### src/rtl/mem_port_arbiter.sv
// Three-requester arbiter (fetch, operand read, result write) for one single-port memory.
// Define MEM_PORT_ARBITER_RR_EN for round-robin arbitration; the default is fixed priority wr > rd > fetch.
module mem_port_arbiter #(
  parameter int N = 8
) (
  input  logic         clk,
  input  logic         reset,
  input  logic         if_req,
  input  logic [N-1:0] if_addr,
  output logic         if_gnt,
  output logic         if_rvalid,
  input  logic         rd_req,
  input  logic [N-1:0] rd_addr,
  output logic         rd_gnt,
  output logic         rd_rvalid,
  input  logic         wr_req,
  input  logic [N-1:0] wr_addr,
  input  logic [N-1:0] wr_data,
  output logic         wr_gnt,
  output logic [N-1:0] rdata,
  output logic [N-1:0] mem_addr,
  output logic [N-1:0] mem_wr_data,
  output logic         mem_rd_en,
  output logic         mem_wr_en,
  input  logic [N-1:0] mem_rd_data,
  output logic         busy
);

  typedef enum logic [1:0] {
    IDLE    = 2'd0,
    GRANT   = 2'd1,
    RD_WAIT = 2'd2
  } state_t;

  localparam logic [1:0] ID_IF = 2'd0;
  localparam logic [1:0] ID_RD = 2'd1;
  localparam logic [1:0] ID_WR = 2'd2;

  state_t       state_q, state_d;
  logic [1:0]   win_q, win_d;
  logic [N-1:0] addr_q, addr_d;
  logic [N-1:0] data_q, data_d;
  logic [1:0]   sel;
  logic         any_req;

  assign any_req = if_req | rd_req | wr_req;

`ifdef MEM_PORT_ARBITER_RR_EN
  logic [1:0] last_q, last_d;

  // The requester after the last winner gets first look.
  always_comb begin
    sel = ID_IF;
    case (last_q)
      ID_IF: begin
        if (rd_req)      sel = ID_RD;
        else if (wr_req) sel = ID_WR;
        else             sel = ID_IF;
      end
      ID_RD: begin
        if (wr_req)      sel = ID_WR;
        else if (if_req) sel = ID_IF;
        else             sel = ID_RD;
      end
      default: begin
        if (if_req)      sel = ID_IF;
        else if (rd_req) sel = ID_RD;
        else             sel = ID_WR;
      end
    endcase
  end

  assign last_d = (state_q == IDLE && any_req) ? sel : last_q;

  always_ff @(posedge clk or negedge reset) begin
    if (!reset) last_q <= ID_WR;
    else        last_q <= last_d;
  end
`else
  always_comb begin
    sel = ID_IF;
    if (wr_req)      sel = ID_WR;
    else if (rd_req) sel = ID_RD;
    else             sel = ID_IF;
  end
`endif

  always_comb begin
    state_d   = state_q;
    win_d     = win_q;
    addr_d    = addr_q;
    data_d    = data_q;
    if_gnt    = 1'b0;
    rd_gnt    = 1'b0;
    wr_gnt    = 1'b0;
    if_rvalid = 1'b0;
    rd_rvalid = 1'b0;
    mem_rd_en = 1'b0;
    mem_wr_en = 1'b0;
    rdata     = '0;
    case (state_q)
      IDLE: begin
        if (any_req) begin
          win_d   = sel;
          state_d = GRANT;
          case (sel)
            ID_IF:   addr_d = if_addr;
            ID_RD:   addr_d = rd_addr;
            default: begin
              addr_d = wr_addr;
              data_d = wr_data;
            end
          endcase
        end
      end
      GRANT: begin
        if_gnt = (win_q == ID_IF);
        rd_gnt = (win_q == ID_RD);
        wr_gnt = (win_q == ID_WR);
        if (win_q == ID_WR) begin
          mem_wr_en = 1'b1;
          state_d   = IDLE;
        end else begin
          mem_rd_en = 1'b1;
          state_d   = RD_WAIT;
        end
      end
      RD_WAIT: begin
        if_rvalid = (win_q == ID_IF);
        rd_rvalid = (win_q == ID_RD);
        rdata     = mem_rd_data;
        state_d   = IDLE;
      end
      default: state_d = IDLE;
    endcase
  end

  // Address and write data stay on the memory port between accesses.
  assign mem_addr    = addr_q;
  assign mem_wr_data = data_q;
  assign busy        = (state_q != IDLE);

  always_ff @(posedge clk or negedge reset) begin
    if (!reset) begin
      state_q <= IDLE;
      win_q   <= ID_IF;
      addr_q  <= '0;
      data_q  <= '0;
    end else begin
      state_q <= state_d;
      win_q   <= win_d;
      addr_q  <= addr_d;
      data_q  <= data_d;
    end
  end

endmodule

### config.mk
export PLATFORM = sky130hd
export DESIGN_NAME = mem_port_arbiter
export DESIGN_NICKNAME = d
export VERILOG_FILES = /design/src/rtl/mem_port_arbiter.sv
export SDC_FILE = /design/constraint.sdc
export NUM_CORES = 1
export LEC_CHECK = 0
export CORE_UTILIZATION = 35
export CTS_CLUSTER_DIAMETER = 100
export DETAILED_ROUTE_END_ITERATION = 16
export PLACE_DENSITY_LB_ADDON = 0.12
export RECOVER_POWER = 50
export SLEW_MARGIN = 5
export SYNTH_ARGS = -nofsm -noshare
export SYNTH_HDL_FRONTEND = slang
export SYNTH_SLANG_ARGS = --single-unit
### constraint.sdc
create_clock -name clk -period 1.65 [get_ports clk]
set_input_delay 0.165 -clock clk [delete_from_list [all_inputs] [get_ports clk]]
set_output_delay 0.165 -clock clk [all_outputs]
set_load 0.02 [all_outputs]
==> results of run 1 <==
==> routing by layer <==
layer / up-vias / track usage (%) / share of wire, %
li1: 490 / - / -
met2: 49 / 31.86 / 50
met3: 0 / 4.018 / 7.5
met4: 0 / 4.082 / 0
met5: - / 0 / 0
met1: 481 / 20.48 / 42
==> cell usage in the layout (no fill, tap or decap), types with 3 or more instances in the layout <==
cell and count:
clkbuf_2 5, clkbuf_4 4, inv_1 3, clkdlybuf4s50_1 58, o21ai_0 16, mux2_4 8, and2_1 8, mux2_2 8
buf_4 5, buf_2 8, mux2i_1 8, nor3_1 3, dfrtp_1 20
==> cell type report <==
cell class,instances,area [um2]
clock buffer,3,22.52
timing repair buffer,84,755.7
multi-input combinational,64,530.5
clock inverter,1,30.03
fill,276,1122
tap,44,55.05
inverter,3,11.26
sequential,20,500.5
==> worst max-delay path, cell delays in order (launching register included) <==
cell	delay [ps]
dfrtp_1	420
nor2b_2	170
buf_4	150
and2_1	140
clkdlybuf4s15_2	240
==> power by group through the flow <==
stage	Sequential [W]	Combinational (W)	Clock (W)
global route	0.000940	0.00182	0.000425
floorplan	0.00111	0.000770	0
global placement	0.000890	0.00177	0
CTS	0.000898	0.00175	0.000410
detailed placement	0.000902	0.00180	0
finish	0.000902	0.00169	0.000399
==> state kept, by name, indices dropped and copies added (netlist names) <==
| signal | flops |
|---|---|
| state_q | 2 |
| mem_addr | 8 |
| win_q | 2 |
| mem_wr_data | 8 |
==> path summary, 6_finish.rpt <==
check	start	to	slack, ps	cells past startpoint
max	state_q[1]	rdata[1]	60	4
min reg2reg	mem_addr[3]	mem_addr[3]	510	2
min	wr_data[0]	mem_wr_data[0]	470	2
max reg2reg	state_q[0]	mem_wr_data[3]	200	3
min in group asynchronous	reset	mem_wr_data[0]	560	2
max in group asynchronous	reset	mem_addr[0]	460	2
==> kinds of logic after synthesis <==
family | count (synthesis) | synth area share, %
and+or+nand+nor | 19 | 11.98
AOI/OAI and AO/OA | 21 | 10.17
buffers and inverters | 9 | 6.440
DFF | 20 | 45.20
muxes | 24 | 26.22
==> through the flow <==
step | util, % | TNS [ps] | setup WS [ps] | instance area [um2] | cells
global placement | 63.51 | 0 | 39.00 | 1923 | 215
global route | 62.93 | -8.180 | -4.305 | 1906 | 219
finish | 62.93 | 0 | 64.30 | 1906 | 219
floorplan | - | 0 | 52.26 | 1107 | 93
detailed placement | 63.51 | -7.879 | -4.336 | 1923 | 215
CTS | 65.45 | -13.06 | -6.748 | 1982 | 219
==> results.md, run 1 <==
* Sw Pwr at approximately 0.0011 W
* CTS clock-pin slew for the worst setup and hold paths at around 110 ps
* Clock Sinks at 20
* Total Routing Usage GR at around 17%
* Antenna diode count at 0
* Core area at around 3000 um2
* Clk pwr share at 13.3%
* Total power at approximately 0.0030 W
* Clock Skew at 0.7146 ps
* Area leader, netlist: dfrtp_1
* Final setup vio count at 0
* Worst Tran Pin Value at around 1100 ps
* Antenna viol nets, final at 0
* Ports at 77
* Net Sw Frac at a little under two fifths
* Worst rel slew slack at between 20 and 30%
* DR WL/cell at roughly 13 um
* Final Hold Fails at 0
* Gate power share at 56.5%
* VDD IR max at between 0.6 and 0.7 mV
* Dominant synthesized flop cell: dfrtp_1
* Overall die width at 58.25 um
* CP max FO at 8
* CTS H-tree lvls at 1
* Post-CTS Setup Inserts at 0
* Area grow syn2layout at 72.09%
* CP Launch Type: flip-flop
* Sequential share of the synthesized area at a little under half
* TritonCTS Buffers at 3
* Row Count at 20
* # resized after CTS at 39
* Cell count after synthesis at 93
* Final nets at approximately 220
* Clock Tree Root: clkbuf_4
* IO buf count at 76
* Synthesized flop and latch total at 20
* MaxCap Viol Count at 0
* Number of remaining DRC errors at 2
* Top cells by area, synth: dfrtp_1, mux2_4, mux2_2
* DR pass1 iterations at 11
* Netlist cell types at 22
* Clk Latency, worst-skew pair at 300 ps
* Crit Path Category: flip-flop to primary output
* Synth Warn # at 0
* Count leader, synth: dfrtp_1
* Initial antenna violation count at 0
* Drt first-iter violations at 45
* Hold buffer count at CTS at 0
* Top cells by count, synth: dfrtp_1, o21ai_0
* Largest net degree at the start of global routing at 21
* Internal cell power at approximately 0.0018 W
* Gr ovfl total at 0
* Post-layout min period at between 1500 and 2000 ps
* Initial Util at ~37%
* Endpoint class of the critical path: primary output
* WL final at between 2 and 3 mm
* Post-synth EDFFs at 0
* Synthesized area at roughly 1100 um2
* Wire length of the first global-routing pass at between 4 and 5 mm
* Failing checks: design-rule violations
* F_max at ~0.63 GHz
* Vias in the first global route at 1030
* Syn Nets at about 140
* Routed vias at just over 1000
* Syn Area/Cell at between 10 and 15 um2
* Period utilisation layout at 96.10%
* Vias/cell at roughly 4.7
* Area fraction of the dominant cell type after synthesis at about 45%
* Worst endpoint data arrival time at between 1000 and 1500 ps
* GPL Wtd Cong at between 0.7 and 0.8
* DPL Wire Length at 2.206 mm
* Ys async rst share at 100.0%
* Hold Crit Class: input pin to flip-flop
* Power per Cell Area at between 1500 and 2000 nW/um2
* Die area at about 3400 um2
* Outcome: complete, but fails checks
* Sequential share of power at between 30% and 40%
* Share of layout cells above drive strength 1 at about a quarter
* Crit path required time at 1480 ps
* Die height at about 58 um
* Leakage power at about 0.85 nW
* Final hold slack at 471.6 ps
* CTS tree: yes
* Final Max Tran Viols at 0
* Maximum root-to-sink buffer count at 2
No activity file was read; power rests on OpenSTA's default activity.
==> run 2: changes to the inputs <==
--- a/config.mk
+++ b/config.mk
@@ -10,6 +10,7 @@
 export DETAILED_ROUTE_END_ITERATION = 16
 export PLACE_DENSITY_LB_ADDON = 0.12
 export RECOVER_POWER = 50
+export SKIP_CTS_REPAIR_TIMING = 1
 export SLEW_MARGIN = 5
 export SYNTH_ARGS = -nofsm -noshare
 export SYNTH_HDL_FRONTEND = slang
==> results.md, run 2 (synthesis results as in run 1) <==
* Outcome: complete, but fails checks (unchanged)
* Failing checks: design-rule violations (unchanged)
* Die height at 58.25 um (unchanged)
* Area grow syn2layout at 76.05% (was 72.09%)
* Die area at 3392 um2 (unchanged)
* Drt first-iter violations at 54 (was 45)
* Maximum root-to-sink buffer count at 2 (unchanged)
* CTS clock-pin slew for the worst setup and hold paths at 110 ps (about the same)
* Post-layout min period at 1541 ps (was 1586 ps)
* Slowest cell delay on critical path at 410 ps (was 420 ps)
* Inst Count DP at 215 (unchanged)
* Internal cell power at 0.001874 W (was 0.001846 W)
* Crit path required time at 1480 ps (about the same)
* TritonCTS Buffers at 3 (unchanged)
* Row Count at 20 (unchanged)
* Most common cell after layout, fill and taps aside: clkdlybuf4s50_1 (unchanged)
* Period utilisation layout at 93.40% (was 96.10%)
* Commonest cells after routing, fill and taps aside: clkdlybuf4s50_1, dfrtp_1, o21ai_0, dlymetal6s2s_1 (was clkdlybuf4s50_1, dfrtp_1, o21ai_0)
* Initial antenna violation count at 0 (unchanged)
* Final Hold Fails at 0 (unchanged)
* Antenna diode count at 0 (unchanged)
* Buf/Inv on CP at 2 (unchanged)
* Crit Path Category: flip-flop to primary output (unchanged)
* MaxCap Viol Count at 0 (unchanged)
* Total power at 0.003013 W (was 0.002989 W)
* DPL Wire Length at 2.206 mm (unchanged)
* Net Sw Frac at 37.82% (was 38.24%)
* Overall die width at 58.25 um (unchanged)
* IO buf count at 76 (unchanged)
* Routed vias at 1030 (was 1020)
* CP max-delay cell: dfrtp_1 (unchanged)
* CP Launch Type: flip-flop (unchanged)
* VDD IR max at 0.6287 mV (was 0.6334 mV)
* Endpoint class of the critical path: primary output (unchanged)
* Initial Util at 36.57% (unchanged)
* Wire length of the first global-routing pass at 4.519 mm (was 4.533 mm)
* Gr ovfl total at 0 (unchanged)
* F_max at 0.6489 GHz (was 0.6306 GHz)
* Final nets at 221 (unchanged)
* Vias/cell at 4.703 (was 4.658)
* Final setup vio count at 0 (unchanged)
* Worst rel slew slack at 29.12% (was 29.10%)
* RSZ-0062 raised after global routing: no
* Final Max Tran Viols at 0 (unchanged)
* CTS tree: yes (unchanged)
* Clk Latency, worst-skew pair at 300 ps (about the same)
* Gate power share at 56.9% (was 56.5%)
* Worst endpoint data arrival time at 1380 ps (was 1420 ps)
* Clk pwr share at 13.2% (was 13.3%)
* Number of remaining DRC errors at 2 (unchanged)
* Hold Crit Class: input pin to flip-flop (unchanged)
* Worst Tran Pin Value at 1063 ps (was 1064 ps)
* Sequential share of power at 29.8% (was 30.2%)
* CP max FO at 8 (unchanged)
* Total Routing Usage GR at 17.34% (was 17.39%)
* Power per Cell Area at 1546 nW/um2 (was 1568 nW/um2)
* Core area at 3028 um2 (unchanged)
* Ports at 77 (unchanged)
* WL final at 2.776 mm (was 2.756 mm)
* Vias in the first global route at 1026 (was 1030)
* Clock Skew at 0.7146 ps (unchanged)
* Largest net degree at the start of global routing at 21 (unchanged)
* CTS H-tree lvls at 1 (unchanged)
* Layout Cells excl Fill at 219 (unchanged)
* Share of layout cells above drive strength 1 at 21.14% (was 25.71%)
* Antenna viol nets, final at 0 (unchanged)
* GPL Wtd Cong at 0.7663 (unchanged)
* Clock Sinks at 20 (unchanged)
* Leakage power at 0.9818 nW (was 0.8485 nW)
* DR pass1 iterations at 12 (was 11)
* Sw Pwr at 0.001140 W (was 0.001143 W)
* DR WL/cell at 12.68 um (was 12.58 um)
* Worst path cell trace: nor2b_2 > buf_4 > and2_1 > dlymetal6s2s_1 (was nor2b_2 > buf_4 > and2_1 > clkdlybuf4s15_2)
* Clock Tree Root: clkbuf_4 (unchanged)
* Delay-heaviest family, CP: flip-flops (unchanged)
run 2: final timing paths:
check,from,endpoint,slack (ps),cells after the start
setup / recovery,state_q[1],rdata[3],110,4
max in group asynchronous,reset,mem_addr[0],460,2
min in group asynchronous,reset,mem_wr_data[0],560,2
hold reg to reg,mem_addr[3],mem_addr[3],510,2
setup reg to reg,state_q[0],mem_wr_data[3],120,3
hold / removal,wr_data[0],mem_wr_data[0],470,2
run 2: power by group through the flow:
stage / sequential [W] / clock [W] / combinational [W]
after floorplan: 0.00111 / 0 / 0.000770
after global placement: 0.000890 / 0 / 0.00177
after detailed placement: 0.000902 / 0 / 0.00180
after CTS: 0.000898 / 0.000410 / 0.00180
after global routing: 0.000936 / 0.000425 / 0.00185
final: 0.000899 / 0.000399 / 0.00172
run 2: stage by stage:
step	setup TNS (ps)	utilization, %	hold slack [ps]	worst slack (ps)	cell area [um2]
floorplan	0	-	-130.6	52.26	1107
global placement	0	63.51	491.7	39.00	1923
detailed placement	-7.879	63.51	493.0	-4.336	1923
CTS	-4599	65.25	185.5	-355.3	1976
global route	0	64.38	460.6	13.86	1949
finish	0	64.38	471.6	108.8	1949
run 2: layer usage:
layer  wire length, um  up-vias  track usage, %
met3               211        0           4.018
met1              1164      488           20.48
li1                  -      491               -
met2              1400       51           31.69
met5                 0        -               0
met4                 0        0           4.082
run 2: layout make-up:
class,count,area [um2]
multi-input combinational,64,528.0
sequential,20,500.5
timing repair buffer,84,802.0
clock buffer,3,22.52
tap,44,55.05
fill,271,1079
inverter,3,11.26
clock inverter,1,30.03
